## src/rtl/hazard_scoreboard_pkg.sv

```systemverilog
// Shared types and constants for the hazard scoreboard: register-select type,
// scoreboard entry layout and the register-file forwarding select.
package hazard_scoreboard_pkg;

  localparam int SB_REG_W = 5;
  localparam int FWD_RF   = 0;

  typedef logic [SB_REG_W-1:0] regbits_t;

  typedef struct packed {
    logic     v;
    regbits_t wsel;
    logic     load;
  } sb_entry_t;

  // Width of a forwarding select able to name the register file plus every stage.
  function automatic int fs_width(input int stages);
    return $clog2(stages + 1);
  endfunction

endpackage

```

## src/rtl/hazard_scoreboard_if.sv

```systemverilog
// Decode-side bundle between the control unit / pipeline control and the
// hazard scoreboard.
interface hazard_scoreboard_if
  import hazard_scoreboard_pkg::*;
#(
  parameter int NUM_SRC = 2,
  parameter int REG_W   = SB_REG_W,
  parameter int STAGES  = 3
);

  localparam int FS_W = fs_width(STAGES);

  logic                             issue_valid;
  logic                             issue_wen;
  logic [REG_W-1:0]                 issue_wsel;
  logic                             issue_load;
  logic [NUM_SRC-1:0]               src_valid;
  logic [NUM_SRC-1:0][REG_W-1:0]    src_sel;
  logic                             advance;
  logic                             flush;
  logic                             stall;
  logic [NUM_SRC-1:0][FS_W-1:0]     fwd_sel;
  logic [31:0]                      stall_cycles;

  modport master (
    output issue_valid, issue_wen, issue_wsel, issue_load,
    output src_valid, src_sel, advance, flush,
    input  stall, fwd_sel, stall_cycles
  );

  modport slave (
    input  issue_valid, issue_wen, issue_wsel, issue_load,
    input  src_valid, src_sel, advance, flush,
    output stall, fwd_sel, stall_cycles
  );

endinterface

```

## src/rtl/hazard_scoreboard_hazard_match.sv

```systemverilog
// Youngest-writer priority finder for one source operand; turns the match
// position into either a hazard or a forwarding select.
module hazard_match
  import hazard_scoreboard_pkg::*;
#(
  parameter int STAGES     = 3,
  parameter int REG_W      = SB_REG_W,
  parameter int FWD_EN     = 1,
  parameter int LOAD_READY = 2,
  parameter int FS_W       = fs_width(STAGES)
) (
  input  logic                         chk_i,
  input  logic [REG_W-1:0]             sel_i,
  input  logic [STAGES-1:0]            v_i,
  input  logic [STAGES-1:0][REG_W-1:0] wsel_i,
  input  logic [STAGES-1:0]            load_i,
  output logic                         hazard_o,
  output logic [FS_W-1:0]              fwd_sel_o
);

  logic hit;
  logic hit_ld;
  int   hit_k;

  always_comb begin
    hit    = 1'b0;
    hit_ld = 1'b0;
    hit_k  = 0;
    // Scan oldest to youngest so the youngest match overwrites older ones.
    for (int k = STAGES; k >= 1; k--) begin
      if (chk_i && v_i[k-1] && (wsel_i[k-1] == sel_i)) begin
        hit    = 1'b1;
        hit_ld = load_i[k-1];
        hit_k  = k;
      end
    end

    hazard_o  = 1'b0;
    fwd_sel_o = FS_W'(FWD_RF);
    if (hit) begin
      if (FWD_EN != 0) begin
        if (hit_ld && (hit_k < LOAD_READY)) hazard_o = 1'b1;
        else                                fwd_sel_o = FS_W'(hit_k);
      end else if (hit_k < STAGES) begin
        hazard_o = 1'b1;
      end
    end
  end

endmodule

```

## src/rtl/hazard_scoreboard.sv

```systemverilog
// Scoreboard of in-flight register writers that shifts with the pipeline and
// yields the decode stall, per-operand forwarding selects and a stall counter.
module hazard_scoreboard
  import hazard_scoreboard_pkg::*;
#(
  parameter int STAGES     = 3,
  parameter int NUM_SRC    = 2,
  parameter int REG_W      = SB_REG_W,
  parameter int FWD_EN     = 1,
  parameter int LOAD_READY = 2
) (
  input  logic                CLK,
  input  logic                nRST,
  hazard_scoreboard_if.slave  bus
);

  localparam int FS_W = fs_width(STAGES);

  logic [STAGES-1:0]            v_q, v_d;
  logic [STAGES-1:0]            ld_q, ld_d;
  logic [STAGES-1:0][REG_W-1:0] ws_q, ws_d;
  logic [31:0]                  cnt_q, cnt_d;
  logic [NUM_SRC-1:0]           haz;
  logic                         stall;
  logic                         issue_rec;

  for (genvar i = 0; i < NUM_SRC; i++) begin : g_src
    hazard_match #(
      .STAGES    (STAGES),
      .REG_W     (REG_W),
      .FWD_EN    (FWD_EN),
      .LOAD_READY(LOAD_READY),
      .FS_W      (FS_W)
    ) u_match (
      .chk_i    (bus.issue_valid & bus.src_valid[i] & (bus.src_sel[i] != '0)),
      .sel_i    (bus.src_sel[i]),
      .v_i      (v_q),
      .wsel_i   (ws_q),
      .load_i   (ld_q),
      .hazard_o (haz[i]),
      .fwd_sel_o(bus.fwd_sel[i])
    );
  end

  assign stall            = |haz;
  assign bus.stall        = stall;
  assign bus.stall_cycles = cnt_q;

  // A stalled or squashed decode slot enters EX as a bubble.
  assign issue_rec = bus.issue_valid & bus.issue_wen & (bus.issue_wsel != '0)
                   & ~stall & ~bus.flush;

  always_comb begin
    v_d  = v_q;
    ws_d = ws_q;
    ld_d = ld_q;
    if (bus.advance) begin
      v_d  = {v_q[STAGES-2:0], issue_rec};
      ws_d = {ws_q[STAGES-2:0], bus.issue_wsel};
      ld_d = {ld_q[STAGES-2:0], bus.issue_load};
    end
    cnt_d = (stall && (cnt_q != '1)) ? cnt_q + 32'd1 : cnt_q;
  end

  always_ff @(posedge CLK) begin
    if (!nRST) begin
      v_q   <= '0;
      cnt_q <= '0;
    end else begin
      v_q   <= v_d;
      cnt_q <= cnt_d;
    end
  end

  // Payload fields are meaningless while v is clear, so they carry no reset.
  always_ff @(posedge CLK) begin
    ws_q <= ws_d;
    ld_q <= ld_d;
  end

endmodule

```

## src/flat_wrapper.sv

```systemverilog
// flat-port wrapper written by rule: the top's interface ports become plain ports
module hazard_scoreboard_flat import hazard_scoreboard_pkg::*;
#(
  parameter int STAGES     = 3,
  parameter int NUM_SRC    = 2,
  parameter int REG_W      = SB_REG_W,
  parameter int FWD_EN     = 1,
  parameter int LOAD_READY = 2
)
  (CLK, nRST, bus_issue_valid, bus_issue_wen, bus_issue_wsel, bus_issue_load, bus_src_valid, bus_src_sel, bus_advance, bus_flush, bus_stall, bus_fwd_sel, bus_stall_cycles);
  hazard_scoreboard_if #(.NUM_SRC(NUM_SRC), .REG_W(REG_W), .STAGES(STAGES)) bus_i ();
  input  logic CLK;
  input  logic nRST;
  input wire logic [$bits(bus_i.issue_valid)-1:0] bus_issue_valid;
  input wire logic [$bits(bus_i.issue_wen)-1:0] bus_issue_wen;
  input wire logic [$bits(bus_i.issue_wsel)-1:0] bus_issue_wsel;
  input wire logic [$bits(bus_i.issue_load)-1:0] bus_issue_load;
  input wire logic [$bits(bus_i.src_valid)-1:0] bus_src_valid;
  input wire logic [$bits(bus_i.src_sel)-1:0] bus_src_sel;
  input wire logic [$bits(bus_i.advance)-1:0] bus_advance;
  input wire logic [$bits(bus_i.flush)-1:0] bus_flush;
  output wire logic [$bits(bus_i.stall)-1:0] bus_stall;
  output wire logic [$bits(bus_i.fwd_sel)-1:0] bus_fwd_sel;
  output wire logic [$bits(bus_i.stall_cycles)-1:0] bus_stall_cycles;
  assign bus_i.issue_valid = bus_issue_valid;
  assign bus_i.issue_wen = bus_issue_wen;
  assign bus_i.issue_wsel = bus_issue_wsel;
  assign bus_i.issue_load = bus_issue_load;
  assign bus_i.src_valid = bus_src_valid;
  assign bus_i.src_sel = bus_src_sel;
  assign bus_i.advance = bus_advance;
  assign bus_i.flush = bus_flush;
  assign bus_stall = bus_i.stall;
  assign bus_fwd_sel = bus_i.fwd_sel;
  assign bus_stall_cycles = bus_i.stall_cycles;
  hazard_scoreboard #(.STAGES(STAGES), .NUM_SRC(NUM_SRC), .REG_W(REG_W), .FWD_EN(FWD_EN), .LOAD_READY(LOAD_READY)) u_core (.CLK(CLK), .nRST(nRST), .bus(bus_i));
endmodule
```

## config.mk

```make
export PLATFORM = sky130hd
export DESIGN_NAME = hazard_scoreboard_flat
export DESIGN_NICKNAME = d
export VERILOG_FILES = /design/src/rtl/hazard_scoreboard_pkg.sv /design/src/rtl/hazard_scoreboard_if.sv /design/src/rtl/hazard_scoreboard_hazard_match.sv /design/src/rtl/hazard_scoreboard.sv /design/src/flat_wrapper.sv
export SDC_FILE = /design/constraint.sdc
export NUM_CORES = 1
export LEC_CHECK = 0
export CORE_AREA = 2 2 89 82
export DETAILED_ROUTE_END_ITERATION = 8
export DIE_AREA = 0 0 91 84
export PLACE_DENSITY = 0.68
export SYNTH_ARGS = -nofsm -noshare
export SYNTH_HDL_FRONTEND = slang
export SYNTH_HIERARCHICAL = 1
export SYNTH_SLANG_ARGS = --single-unit
```

## constraint.sdc

```tcl
create_clock -name CLK -period 5.51 [get_ports CLK]
set_input_delay 0.8265 -clock CLK [delete_from_list [all_inputs] [get_ports CLK]]
set_output_delay 0.8265 -clock CLK [all_outputs]
set_load 0.005 [all_outputs]
```

== After elaboration in Yosys (flattened, before gate mapping) ==
Cells that the tools add are included.
Word-level totals
  register bits: 53
  output and inout port bits: 37
  logic and storage cells: 71
Operators by class
  add/subtract/negate cells: 1
  order comparisons: 2
  equality and inequality tests: 7
  multiplexer cells: 26
  bitwise logic cells: 10
  reduce and logical (&&, ||, !) cells: 19
Operators by type and width (count)
  $mux W32: 4
  $lt A32 B3 Y1 const B: 2
  $add A32 B1 Y32 const B: 1
  $ne A32 B32 Y1 const B: 1
  $eq A5 B5 Y1: 6
  $mux W1: 16
  $logic_and A1 B1 Y1: 15
  $reduce_bool A5 Y1: 3
  $mux W2: 6
  $and A1 B1 Y1: 8
  $not A1 Y1: 2
  $reduce_or A2 Y1: 1

== Longest topological paths before layout ==
Gate-level depths: netlist of run 1.
  depth in word-level cells: 15
  mapped depth: 10
  mapped depth without buffers: 10

== Cells and area by module ==
The synthesis of run 1 kept the hierarchy.
Modules (own cells, without submodules)
  hazard_scoreboard: instances 1, cells each 240, area each 2381.0 µm²
  hazard_match: instances 2, cells each 27, area each 215.2 µm²

== Worst setup path before layout of run 1 ==
No wires, ideal clock.
  path type: input to output
  from: input port bus_src_sel[6]
  to: output port bus_stall
  arrival: 2.144 ns
  slack: 2.540 ns
  stages on the path: 6
  path buffers: 0
  path through: or3_1 > o311a_1 > and3_1 > and3_1 > nor2_1 > inv_1
On the way
  longest elaborated chain between the ends: 12
  elaborated cells on any way between the ends: 25
  those cells by class: order compare (1); eq/ne (3); mux (11); bitwise (1); reduce/logical (9)
Ends and longest elaborated chain
  start: declaration: line flat_wrapper.sv:19  | input wire logic [$bits(bus_i.src_sel)-1:0] bus_src_sel;
  $reduce_bool A5 Y1: line hazard_scoreboard.sv:35  | .chk_i (bus.issue_valid & bus.src_valid[i] & (bus.src_sel[i] != '0)),
  $and A1 B1 Y1: line hazard_scoreboard.sv:35
  $logic_and A1 B1 Y1 (2 in a row): line hazard_scoreboard_hazard_match.sv:31  | if (chk_i && v_i[k-1] && (wsel_i[k-1] == sel_i)) begin
  $mux W2: line hazard_scoreboard_hazard_match.sv:31
  $mux W32 (2 in a row): line hazard_scoreboard_hazard_match.sv:31
  $lt A32 B3 Y1: line hazard_scoreboard_hazard_match.sv:42  | if (hit_ld && (hit_k < LOAD_READY)) hazard_o = 1'b1;
  $logic_and A1 B1 Y1: line hazard_scoreboard_hazard_match.sv:42
  $mux W1: line hazard_scoreboard_hazard_match.sv:42
  $mux W1 (*): line hazard_scoreboard_hazard_match.sv:40  | if (hit) begin
  via u_core.haz[1]: line hazard_scoreboard.sv:23  | logic [NUM_SRC-1:0] haz;
  $reduce_or A2 Y1 (*): line hazard_scoreboard.sv:45  | assign stall = |haz;
  end: declaration: line flat_wrapper.sv:22  | output wire logic [$bits(bus_i.stall)-1:0] bus_stall;
Mark *: on every way through the listed nets, which the timed path passes. The rest lies on a longest branch.

== Worst setup path after layout of run 1 ==
  from: input port bus_src_sel[5]
  to: output port bus_stall
Same word-level chain as after synthesis.

==> flow_metrics.tcl, run 1 <==
set metrics [dict create \
    status "completed" \
    rsz0062_at_grt "no" \
    power.total_uw 680 \
    report.final.hold_viol_count 0 \
    drt_pass1_iterations 4 \
    grt_pass1_wl_um 11500 \
    reg2reg_from "u_core/ws_q[0]" \
    crit_chain "clkdlybuf4s50_1 -> or3_1 -> o311a_1 -> and3_1 -> and3_1 -> nor2_1 -> inv_1 -> clkdlybuf4s50_1" \
    required_ns 4.68 \
    min_from "u_core/bus.stall_cycles[30]" \
    synth.avg_cell_area_um2 9.42 \
    place_hpwl_um 5060 \
    num-nets-final 375 \
    synth_area_um2 2750 \
    tightestPinTransition_ns 0.959 \
    htreeDepth 2 \
    syn_inst 292 \
    critPathArrivalTime_ns 3.30 \
    start_kind "input port" \
    p_leak_uw 0.00119 \
    grt_usage 0.186 \
    ctsHoldBuffers 0 \
    drv_cap 0 \
    vias_per_cell 5.49 \
    drv_slew 0 \
    gp_congestion 0.824 \
    fmax_ghz 0.242 \
    dieArea_um2 7640 \
    core_area_um2 6820 \
    timing.final.crit_share 0.749 \
    clock_latency_ns 0.31 \
    num_rows 29 \
    whs_ns 0.512 \
    clock-root-buffer "clkbuf_8" \
    clk_pin_slew_ns 0.09 \
    area_delta_synth_final_pct 27.9 \
    avgRoutedWirePerCell_um 15.4 \
    post_cts_buffers 0 \
    io_pins 61 \
    crit_path_max_incr_delay_ns 0.52 \
    routed_wirelength_um 6830 \
    dr.first_iter.drc_count 175 \
    antenna_found_initial 0 \
    port_buffers 60 \
    setup_viol_count_final 0 \
    drive_gt1_frac 0.0342 \
    r2r_setup_slack_ns 2.70 \
    dieHeight_um 84 \
    numCtsBuffers 5 \
    hold_depth 2 \
    cts.sinks 51 \
    yosys_warnings 6 \
    critPathKind "input port to output port" \
    utilization 0.516 \
    diodes 0 \
    overflow 0 \
    die_w_um 91 \
    slew_headroom 0.360 \
    critPathCaptureType "output port" \
    cpMaxStageDelayCell "clkdlybuf4s50_1" \
    crit_fanout 5 \
    tns_ns 0 \
    finClkSkew_ns 0.0115 \
    r2r.worst_path.cells 9 \
    hold_path_class "flip-flop to flip-flop" \
    whs_endpoint "u_core/bus.stall_cycles[30]" \
    cts_buffer_depth 2 \
    mostFrequentLayoutCell "clkdlybuf4s50_1" \
    cts.repair.resized 0 \
    min_period_ns 4.13 \
    grt_max_degree 31 \
    vdd_ir_drop_max_v 0.0000867 \
    final_cell_mix "60 x clkdlybuf4s50_1, 35 x dfxtp_1, 25 x xor2_1, 22 x nor2_1, 20 x nand2_1" \
    drc 0 \
    r2r-end "u_core/bus.stall_cycles[26]" \
    start_util 0.403 \
    vias 2437 \
    antenna_left 0 \
    power.density_nw_per_um2 193 \
    synth_fp_nets 317 \
    cts_tree "yes" \
    grt_pass1_vias 2332 \
]
power breakdown:
part           switching [uW]  internal (uW)
combinational            27.3           29.6
clock                     128           88.6
sequential               9.11            397
total                     164            516
metal layers:
metal	share of wire	vias to the layer above	track usage
met4	0.0059	0	0.0537
met5	0	-	0
met2	0.44	80	0.277
met1	0.49	1151	0.271
li1	-	1202	-
met3	0.069	4	0.0370
how the worst max path moves through the flow:
stage,startpoint,endpoint,slack (ns),cells after the start
3_3_place_gp,bus_src_sel[6],bus_stall,1.43,8
4_1_cts,bus_src_sel[6],bus_stall,1.38,8
2_1_floorplan,bus_src_sel[6],bus_stall,2.54,6
5_1_grt,bus_src_sel[5],bus_stall,1.20,8
6_report,bus_src_sel[5],bus_stall,1.38,8
3_5_place_dp,bus_src_sel[6],bus_stall,1.39,8
area by class of cell:
type / count / area [um2]
clock buffers: 5 / 68.8
clock inverters: 3 / 20.0
fillers: 659 / 3300
inverters: 9 / 33.8
multi-input cells: 223 / 1500
flip-flops and latches: 51 / 1180
well taps: 93 / 116
repair buffers: 60 / 601
stage by stage:
step	instance area, um2	instances	setup WS, ns
final	3520	444	1.38
after global routing	3520	444	1.20
after CTS	3520	444	1.38
after detailed placement	3430	436	1.39
after global placement	3430	436	1.43
after floorplan	2750	292	2.54
flip-flops by register name, indices dropped and copies added (netlist names):
register                 cells
u_core/ws_q                 15
u_core/v_q                   3
u_core/bus.stall_cycles     32
u_core/ld_q                  1
critical path: cells and delay by family:
kind	cells	cell delay, ns
AND/OR/NAND/NOR	4	1.00
buffers and inverters	3	1.15
AO/OA/AOI/OAI	1	0.32
Note: power is estimated with default switching activity, not from simulation.
==> run 2: changes to the inputs <==
- clock period: 5.51 -> 4 ns (I/O delays scaled with it)
==> run 2 against run 1 <==
Sequential cell count stayed put. Die area is the same. Global-route usage decreased by 0.11 points. Via count fell by 0.90%. Clock skew up 0.0044 ns. Sequential power rose by 38%. Routed wire length grew 1.5%. Count of clock-buffer cells in the layout grew 2. Clock power up 58%. Non-clock buffer count is 1 higher. Sequential share of layout area down 0.30 points. Hold slack better by 0.0095 ns. Critical endpoint unchanged. Largest cell class unchanged.
==> flow_metrics.tcl, run 2 (synthesized netlist as in run 1, its figures left out) <==
set metrics [dict create \
    wl_met3_um 383 \
    cpMaxStageDelayCell "clkdlybuf4s50_1" \
    antenna_found_initial 0 \
    wl_met1_um 3610 \
    tns_ns 0 \
    grt_usage 0.184 \
    report.final.hold_viol_count 0 \
    slew_headroom 0.358 \
    drt_pass1_iterations 4 \
    power.total_uw 984 \
    numCtsBuffers 5 \
    status "completed" \
    drv_cap 0 \
    top_layer "met4" \
    drive_gt1_frac 0.0369 \
    fill_cells 622 \
    grt_max_degree 31 \
    final_cell_mix "60 x clkdlybuf4s50_1, 35 x dfxtp_1, 25 x xor2_1, 22 x nor2_1, 20 x nand2_1" \
    area_delta_synth_final_pct 29.1 \
    ctsHoldBuffers 0 \
    switchingPower_uw 219 \
    die_w_um 91 \
    vdd_ir_drop_max_v 0.000155 \
    core_area_um2 6820 \
    dieArea_um2 7640 \
    avgRoutedWirePerCell_um 15.6 \
    num-nets-final 376 \
    critPathCaptureType "output port" \
    crit_path_max_incr_delay_ns 0.51 \
    crit_fanout 5 \
    finClkSkew_ns 0.0158 \
    overflow 0 \
    num_rows 29 \
    p_leak_uw 0.00121 \
    grt_pass1_vias 2337 \
    reg2reg_from "u_core/ws_q[0]" \
    port_buffers 60 \
    start_kind "input port" \
    fmax_ghz 0.283 \
    htreeDepth 2 \
    r2r.worst_path.cells 9 \
    antenna_left 0 \
    hold_depth 2 \
    post_cts_buffers 0 \
    cts_tree "yes" \
    drc 0 \
    r2r_setup_slack_ns 1.17 \
    crit_chain "clkdlybuf4s50_1 -> or3_1 -> o311a_1 -> and3_1 -> and3_1 -> nor2_1 -> inv_1 -> clkdlybuf4s50_1" \
    clkPwrFrac 0.349 \
    power.density_nw_per_um2 277 \
    vias_per_cell 5.43 \
    clk_pin_slew_ns 0.10 \
    internal-power_uw 766 \
    cts.sinks 51 \
    clock_latency_ns 0.31 \
    route.met2.wl_um 2840 \
    io_pins 61 \
    routed_wirelength_um 6930 \
    drv_slew 0 \
    gp_congestion 0.920 \
    dr.first_iter.drc_count 176 \
    whs_endpoint "u_core/bus.stall_cycles[6]" \
    diodes 0 \
    cts_buffer_depth 2 \
    vias 2415 \
    cts.repair.resized 0 \
    grt_pass1_wl_um 11400 \
    r2r-end "u_core/bus.stall_cycles[26]" \
    tightestPinTransition_ns 0.962 \
    largest_register_ffs 32 \
    clock-root-buffer "clkbuf_8" \
    min_from "u_core/bus.stall_cycles[6]" \
    required_ns 3.40 \
    critPathArrivalTime_ns 2.94 \
    rsz0062_at_grt "no" \
    setup_viol_count_final 0 \
    critPathKind "input port to output port" \
    start_util 0.403 \
    seqPwrFrac 0.571 \
    timing.final.crit_share 0.885 \
    p_comb_frac 0.080 \
    place_hpwl_um 5120 \
    dieHeight_um 84 \
    mostFrequentLayoutCell "clkdlybuf4s50_1" \
    min_period_ns 3.54 \
    p_sw_frac 0.222 \
    hold_path_class "flip-flop to flip-flop" \
]
==> run 2: power by group through the flow <==
stage	Combinational, uW	Sequential [uW]	Clock, uW
finish	78.9	562	343
global placement	78.3	574	0
global route	85.2	563	374
detailed placement	78.2	574	0
floorplan	37.6	568	0
CTS	78.7	561	355
==> run 2: layout make-up <==
| type | instances | area, um2 | share of cell area |
|---|---|---|---|
| Sequential cell | 51 | 1180 | 0.333 |
| Timing Repair Buffer | 61 | 608 | 0.171 |
| Clock inverter | 1 | 5.00 | 0.00141 |
| Clock buffer | 7 | 108 | 0.0303 |
| Tap cell | 93 | 116 | 0.0328 |
| Inverter | 9 | 33.8 | 0.00951 |
| Multi-Input combinational cell | 223 | 1500 | 0.422 |
==> run 2: per-stage QoR <==
step                cell area [um2]  hold slack (ns)  worst slack (ns)  std cells  utilization
finish                         3550            0.522             0.461        445        0.521
detailed placement             3440            0.503             0.464        437        0.504
global route                   3550            0.548             0.295        445        0.521
global placement               3440            0.490             0.473        437        0.504
floorplan                      2750            0.467              1.31        292            -
CTS                            3550            0.523             0.454        445        0.521
==> run 2: critical path, delay by kind of cell <==
family	cells	cell delay (ns)
buf+inv	3	1.09
simple gates	4	0.92
compound gates	1	0.33
==> run 2: worst max path at each step <==
stage / slack [ns] / depth (start not counted) / start / endpoint
2_1_floorplan: 1.31 / 10 / bus_src_sel[6] / u_core/bus.stall_cycles[26]
3_3_place_gp: 0.47 / 8 / bus_src_sel[1] / bus_stall
3_5_place_dp: 0.46 / 8 / bus_src_sel[6] / bus_stall
4_1_cts: 0.45 / 8 / bus_src_sel[6] / bus_stall
5_1_grt: 0.30 / 8 / bus_src_sel[1] / bus_stall
6_report: 0.46 / 8 / bus_src_sel[5] / bus_stall
==> run 2: routing by layer <==
layer	GRT usage	up-vias
li1	-	1200
met1	0.278	1133
met2	0.259	72
met3	0.0416	10
met4	0.0592	0
met5	0	-
==> run 3: changes to the inputs <==
- CAP_MARGIN: default -> 25
- MAX_ROUTING_LAYER: default -> met4
- TNS_END_PERCENT: default -> 100
==> run 3 against run 2 <==
Critical path depth did not move. Critical path type unchanged. Critical endpoint unchanged. Sequential power about the same. Largest cell class unchanged. Global-route usage grew 0.16 points.
==> flow_metrics.tcl, run 3 (synthesized netlist as in run 1, its figures left out) <==
set metrics [dict create \
    wl_met1_um 3660 \
    start_kind "input port" \
    power.total_uw 1010 \
    setup_viol_count_final 0 \
    top_layer "met4" \
    hold_path_class "flip-flop to flip-flop" \
    min_period_ns 3.58 \
    num-nets-final 376 \
    drc 0 \
    drv_slew 0 \
    fin_cells 445 \
    drive_gt1_frac 0.0369 \
    placed_area_um2 3440 \
    vdd_ir_drop_max_v 0.000140 \
    rsz0062_at_grt "no" \
    antenna_found_initial 0 \
    mostFrequentLayoutCell "clkdlybuf4s50_1" \
    post_cts_buffers 0 \
    report.final.hold_viol_count 0 \
    core_area_um2 6820 \
    drt_pass1_iterations 4 \
    num_rows 29 \
    required_ns 3.40 \
    power.density_nw_per_um2 283 \
    cts_buffer_depth 2 \
    slew_headroom 0.383 \
    whs_ns 0.519 \
    switchingPower_uw 229 \
    numCtsBuffers 5 \
    critPathKind "input port to output port" \
    final_cell_area_um2 3550 \
    place_hpwl_um 5190 \
    dr.first_iter.drc_count 200 \
    start_util 0.403 \
    fmax_ghz 0.279 \
    p_sw_frac 0.228 \
    critPathArrivalTime_ns 2.98 \
    tns_ns 0 \
    dp_cells 437 \
    area_delta_synth_final_pct 29.1 \
    seqPwrFrac 0.558 \
    grt_max_degree 31 \
    internal-power_uw 777 \
    largest_register_ffs 32 \
    ctsHoldBuffers 0 \
    cts_tree "yes" \
    diodes 0 \
    clock-root-buffer "clkbuf_8" \
    grt_pass1_vias 2247 \
    status "completed" \
    tightestPinTransition_ns 0.925 \
    cts.repair.resized 0 \
    p_leak_uw 0.00120 \
    wl_met3_um 303 \
    grt_pass1_wl_um 11200 \
    drv_cap 0 \
    clock_latency_ns 0.31 \
    htreeDepth 2 \
    grt_usage 0.186 \
    avgRoutedWirePerCell_um 15.6 \
    r2r_setup_slack_ns 1.13 \
    antenna_left 0 \
    dieHeight_um 84 \
    routed_wirelength_um 6930 \
    die_w_um 91 \
    dieArea_um2 7640 \
    p_comb_frac 0.078 \
    crit_fanout 5 \
    io_pins 61 \
    gp_congestion 0.953 \
    cts.sinks 51 \
    overflow 0 \
    timing.final.crit_share 0.895 \
    vias_per_cell 5.57 \
    vias 2480 \
    final_cell_mix "60 x clkdlybuf4s50_1, 35 x dfxtp_1, 25 x xor2_1, 22 x nor2_1, 20 x nand2_1" \
    route.met2.wl_um 2840 \
    finClkSkew_ns 0.0218 \
    clkPwrFrac 0.364 \
    clk_pin_slew_ns 0.11 \
    port_buffers 60 \
    critPathCaptureType "output port" \
]
[run 3: through the flow]
stage | worst slack [ns] | utilization
after global placement | 0.468 | 0.504
after CTS | 0.450 | 0.521
after detailed placement | 0.449 | 0.504
after floorplan | 1.31 | -
after global routing | 0.309 | 0.521
final | 0.420 | 0.521
[run 3: final cells by class]
cell class / count / area (um2)
Clock buffer: 5 / 68.8
Clock inverter: 3 / 46.3
Fill cell: 659 / 3270
Inverter: 9 / 33.8
Multi-Input combinational cell: 223 / 1500
Sequential cell: 51 / 1180
Tap cell: 93 / 116
Timing Repair Buffer: 61 / 608
[run 3: final timing paths]
check	start	to	depth (start not counted)
max	bus_src_sel[1]	bus_stall	8
min	u_core/bus.stall_cycles[30]	u_core/bus.stall_cycles[30]	2
max reg2reg	u_core/ws_q[0]	u_core/bus.stall_cycles[26]	9
min reg2reg	u_core/bus.stall_cycles[30]	u_core/bus.stall_cycles[30]	2
[run 3: per-layer routing]
| layer | vias up | global-route usage |
|---|---|---|
| li1 | 1200 | - |
| met1 | 1197 | 0.276 |
| met5 | - | - |
| met4 | 0 | 0.0579 |
| met2 | 73 | 0.255 |
| met3 | 10 | 0.0343 |
[run 3: power groups by stage]
stage | sequential (uW) | combinational, uW | clock, uW
finish | 562 | 78.3 | 366
floorplan | 568 | 37.6 | 0
CTS | 562 | 78.6 | 376
global placement | 574 | 78.9 | 0
global route | 564 | 85.4 | 395
detailed placement | 574 | 78.0 | 0
[run 3: critical path, cell delays in order]
cell and delay (ns):
clkdlybuf4s50_1 0.50, or3_1 0.41, o311a_1 0.34, and3_1 0.20, and3_1 0.20, nor2_1 0.14
inv_1 0.12, clkdlybuf4s50_1 0.48
